[src/rtl/nor_gate.sv]
// nor_gate: two-input NOR with registered copy, edge pulses and saturating statistics.
//
// Parameters:
//   CNT_W      - width of the statistics counters (legal range 2..32)
// Ports:
//   clk        - single clock, all state updates on the rising edge
//   rst        - synchronous active-high reset
//   a, b       - NOR operands
//   y          - combinational ~(a | b); independent of clk and rst
//   y_q        - y registered by one cycle
//   y_rise     - one-cycle pulse after a sampled 0->1 change of y
//   y_fall     - one-cycle pulse after a sampled 1->0 change of y
//   high_cnt   - saturating count of sampled cycles with y = 1
//   toggle_cnt - saturating count of sampled y transitions
module nor_gate #(
  parameter int unsigned CNT_W = 16
) (
  input  logic             clk,
  input  logic             rst,
  input  logic             a,
  input  logic             b,
  output logic             y,
  output logic             y_q,
  output logic             y_rise,
  output logic             y_fall,
  output logic [CNT_W-1:0] high_cnt,
  output logic [CNT_W-1:0] toggle_cnt
);

  localparam logic [CNT_W-1:0] CntMax = '1;
  localparam logic [CNT_W-1:0] CntOne = CNT_W'(1);

  logic             y_q_d;
  logic             y_rise_d;
  logic             y_fall_d;
  logic [CNT_W-1:0] high_cnt_d;
  logic [CNT_W-1:0] toggle_cnt_d;
  logic             y_changed;

  // Pure combinational path; never touched by clk or rst.
  assign y = ~(a | b);

  // Only the value present at the edge matters, so glitches between edges are invisible here.
  assign y_changed = y ^ y_q;

  always_comb begin
    y_q_d        = y;
    y_rise_d     = y & ~y_q;
    y_fall_d     = ~y & y_q;
    high_cnt_d   = high_cnt;
    toggle_cnt_d = toggle_cnt;

    // Counters stick at all-ones instead of wrapping.
    if (y && (high_cnt != CntMax)) begin
      high_cnt_d = high_cnt + CntOne;
    end
    if (y_changed && (toggle_cnt != CntMax)) begin
      toggle_cnt_d = toggle_cnt + CntOne;
    end
  end

  // Reset wins over every load and increment.
  always_ff @(posedge clk) begin
    if (rst) begin
      y_q        <= 1'b0;
      y_rise     <= 1'b0;
      y_fall     <= 1'b0;
      high_cnt   <= '0;
      toggle_cnt <= '0;
    end else begin
      y_q        <= y_q_d;
      y_rise     <= y_rise_d;
      y_fall     <= y_fall_d;
      high_cnt   <= high_cnt_d;
      toggle_cnt <= toggle_cnt_d;
    end
  end

endmodule

[config.mk]
export PLATFORM = sky130hd
export DESIGN_NAME = nor_gate
export DESIGN_NICKNAME = d
export VERILOG_FILES = /design/src/rtl/nor_gate.sv
export SDC_FILE = /design/constraint.sdc
export NUM_CORES = 1
export LEC_CHECK = 0
export ABC_AREA = 1
export BUFFER_PORTS_ARGS = -buffer_cell sky130_fd_sc_hd__clkbuf_2
export CAP_MARGIN = 20
export CORE_MARGIN = 4
export CORE_UTILIZATION = 50
export CTS_CLUSTER_DIAMETER = 100
export CTS_CLUSTER_SIZE = 28
export DETAILED_ROUTE_END_ITERATION = 16
export HOLD_SLACK_MARGIN = 0.02
export PLACE_DENSITY = 0.7
export SLEW_MARGIN = 20
export SYNTH_ARGS = -nofsm -noshare
export SYNTH_HDL_FRONTEND = slang
export SYNTH_SLANG_ARGS = --single-unit
[constraint.sdc]
create_clock -name clk -period 2.35 [get_ports clk]
set_clock_uncertainty 0.05 [all_clocks]
set_input_delay 0.3525 -clock clk [delete_from_list [all_inputs] [get_ports clk]]
set_output_delay 0.3525 -clock clk [all_outputs]
set_load 0.005 [all_outputs]
Word level (Yosys, flattened, before mapping)
Index checks and enable logic that the tools add are counted.
{"block": "word_totals", "register_bits": 35, "mem_bits_rw": 0, "mem_count": 0, "output_inout_bits": 36, "latchBits": 0, "romBits": 0}
{"block": "classes", "n_reduce_logical": 2, "n_shift": 0, "bitwise_logic": 6, "n_eq_ne": 2, "order_cmp": 0, "n_addsub": 2, "n_mul": 0, "div": 0, "muxes": 0}
{"op": "$add 16x1->16 const B", "n": 2}
{"op": "$ne 16x16->1 const B", "n": 2}
{"op": "$and 1x1->1", "n": 2}
{"op": "$logic_and 1x1->1", "n": 2}
{"op": "$not 1->1", "n": 2}
{"op": "$or 1x1->1", "n": 1}
{"op": "$xor 1x1->1", "n": 1}

Longest topological paths before layout
{"block": "logic_depth", "word_depth": 4, "mapped_depth": 10, "ltp_nobuf": 10}

Worst setup path before layout
No wires, ideal clock.
{"block": "synth_timing", "path_kind": "input port to flip-flop", "startpoint": "input b", "endpoint": "register toggle_cnt[12]", "path_slack_ns": 0.513, "path_buffers": 0, "stages": 9, "t_arrival_ns": 1.655, "t_required_ns": 2.168, "path_cell_list": "nor2_4 -> inv_2 -> ha_1 -> nor2_1 -> nand2_1 -> nor2_1 -> nand2_1 -> nand2_1 -> a21oi_1"}
{"block": "synth_between", "elab_chain_cells": 4}
{"item": "start: declaration", "line": "21", "rtl": "input logic b,"}
{"item": "$or 1x1->1", "line": "41", "rtl": "assign y = ~(a | b);"}
{"item": "$not 1->1", "line": "41"}
{"item": "$xor 1x1->1", "line": "44", "rtl": "assign y_changed = y ^ y_q;"}
{"item": "$logic_and 1x1->1", "line": "57", "rtl": "if (y_changed && (toggle_cnt != CntMax)) begin"}
{"item": "end signal: assignment", "line": "75", "rtl": "toggle_cnt <= toggle_cnt_d;"}
{"item": "end: declaration", "line": "27", "rtl": "output logic [CNT_W-1:0] toggle_cnt"}
No other way between the ends.
A chain may end at the register's enable or synchronous reset.

Worst setup path after layout
{"block": "layout_timing", "startpoint": "input b", "endpoint": "register toggle_cnt[8]"}
Same word-level chain as after synthesis.

==> flow_metrics.tcl <==
set metrics [dict create \
    status "completed" \
    max_freq_mhz 569 \
    drv_slew 0 \
    place_congestion 0.854 \
    postCtsSetupBuffers 0 \
    criticalPathCategory "primary input to flip-flop" \
    p_switching_w 0.000270 \
    numCtsBuffers 5 \
    track_usage_pct 19.1 \
    setup_ws_ns 0.594 \
    p_leak_nw 0.964 \
    min_period_ns 1.76 \
    end_kind "flip-flop" \
    synth_area_sq_um 1970 \
    cts.sinks 35 \
    synth_area_leader_cell "dfxtp_1" \
    yosysUniqueCellTypes 24 \
    grt_pass1_vias 1727 \
    hold_depth 2 \
    synth_nets 310 \
    area.growth.synth_to_final_pct 15.5 \
    clkPwrFrac_pct 39.9 \
    worst_skew_pair.late_latency_ns 0.29 \
    final_nets 352 \
    ys_seq_area_share_pct 35.6 \
    vias 1945 \
    syn_area_per_cell_sq_um 6.51 \
    cts_resized 0 \
    setup-tns-final_ns 0 \
    overflow 0 \
    clk_path_buf_depth 2 \
    cts_root_buffer "clkbuf_8" \
    p_int_w 0.000856 \
    p_seq_share_pct 54.1 \
    die_area_sq_um 5000 \
    comb_power_share_pct 6.0 \
    post-place-ws_ns 0.325 \
    worst_slew_pin_slew_ns 0.515 \
    port_buffers 39 \
    reg2reg_depth 7 \
    cellPowerDensity_nw_per_um2 496 \
    wl_per_cell_um 11.7 \
    rsz0062_at_grt "false" \
    diodes 0 \
    drtIter0Drc 100 \
    arrival_ns 1.90 \
    antenna_found_initial 0 \
    post-dp-hpwl_um 3390 \
    yosysTopAreaCellShare_pct 35.6 \
    grt_max_degree 28 \
    vias_per_cell 4.96 \
    start_util_pct 52.5 \
    synth_area_leaders "dfxtp_1 36%, nand2_1 15%, nor2_1 13%" \
    ys_warn_count 0 \
    setup_viol 0 \
    crit_required_ns 2.49 \
    htree_levels 2 \
    cts_tree "done" \
    drive_gt1_share_pct 19.2 \
    fp.dieH_um 70.7 \
    die_w_um 70.7 \
    fillers 397 \
    critPathMaxFanout 7 \
    ant_nets 0 \
    maxCapViolCount 0 \
    swShare_pct 24.0 \
    relSlewSlack_pct 65.6 \
    timing.final.hold_violations 0 \
    clk_pin_slew_ns 0.07 \
    grt_pass1_wl_um 7810 \
    drt_wl_total_um 4590 \
    syn_inst 302 \
    hold_buffers 0 \
    drc 0 \
    hp-class "primary input to flip-flop" \
    ioPinCount 40 \
    yosys_register_bits 35 \
    core_sq_um 3740 \
    core.rowCount 22 \
    max-vdd-ir-drop_mv 0.301 \
    drtPass1Iterations 4 \
    period_share_pct 74.7 \
    startpoint_type "primary input" \
]
placed cells by master, fill, tap and decap left out, drive strengths merged:
cell    count
o21ai       6
nor3        3
buf         2
nand3      31
ha          4
nor2       78
inv        28
dfxtp      35
nand2      82
a21oi      21
xor2        2
nor3b       1
clkbuf     45
clkinv      1
nand4       5
routing by layer:
layer  wire (um)  share of wire (%)  GRT usage, %
met5           0                  0             0
met4          55                1.2          6.26
met3         244                5.3          3.98
met2        1960                 43          28.3
met1        2330                 51          27.5
metrics by stage:
step                cells  hold WS, ns  utilization [%]  power, W  cell area [sq um]
finish                392        0.325             60.7   0.00113               2270
global route          392        0.336             60.7   0.00117               2270
CTS                   392        0.324             60.7   0.00113               2270
detailed placement    385        0.452             58.3  0.000690               2180
global placement      385        0.452             58.3  0.000689               2180
floorplan             302        0.439                -  0.000668               1970
power groups by stage:
| stage | registers (W) | logic (W) | clock network (W) |
|---|---|---|---|
| 2_1_floorplan | 0.000622 | 0.0000456 | 0 |
| 3_3_place_gp | 0.000622 | 0.0000665 | 0 |
| 3_5_place_dp | 0.000622 | 0.0000679 | 0 |
| 4_1_cts | 0.000609 | 0.0000680 | 0.000457 |
| 5_1_grt | 0.000609 | 0.0000789 | 0.000483 |
| 6_report | 0.000609 | 0.0000676 | 0.000450 |
worst paths after layout:
kind	start	endpoint	slack [ns]
setup / recovery	b	toggle_cnt[8]	0.59
hold / removal	rst	high_cnt[3]	0.33
setup reg to reg	y_q	toggle_cnt[8]	0.64
hold reg to reg	toggle_cnt[12]	toggle_cnt[12]	0.45
registers in the layout, summed over array words and instances (netlist names):
signal      cells
high_cnt       16
toggle_cnt     16
y_fall          1
y_q             1
y_rise          1
layout make-up:
cell class | count | area, sq um | share of cell area, %
Clock buffer | 6 | 82.6 | 3.64
Clock inverter | 1 | 5.00 | 0.220
Inverter | 28 | 105 | 4.63
Multi-Input combinational cell | 233 | 1110 | 48.8
Sequential cell | 35 | 701 | 30.9
Tap cell | 48 | 60.1 | 2.64
Timing Repair Buffer | 41 | 210 | 9.26
worst max-delay path, stage by stage:
cell and delay [ns]:
clkbuf_2 0.10, nor2_4 0.11, inv_2 0.08, ha_1 0.38, nor2_1 0.29, nand2_1 0.11
nor2_1 0.23, nand3_1 0.11, nand2_1 0.08, nor2_1 0.04
Yosys cell counts (all sizes together):
library cell,instances
nand2,82
nor2,78
dfxtp,35
nand3,31
inv,28
a21oi,21
o21ai,6
buf,5
nand4,5
ha,4
nor3,3
xor2,2
clkbuf,1
nor3b,1
kinds of logic after synthesis:
family,Yosys count,synth area share (%)
flops,35,35.6
xor+xnor,2,0.891
simple gates,200,45.4
compound gates,27,7.44
fa+ha+maj,4,2.54
buf+inv,34,8.08
Note: power is estimated with default switching activity, not from simulation.
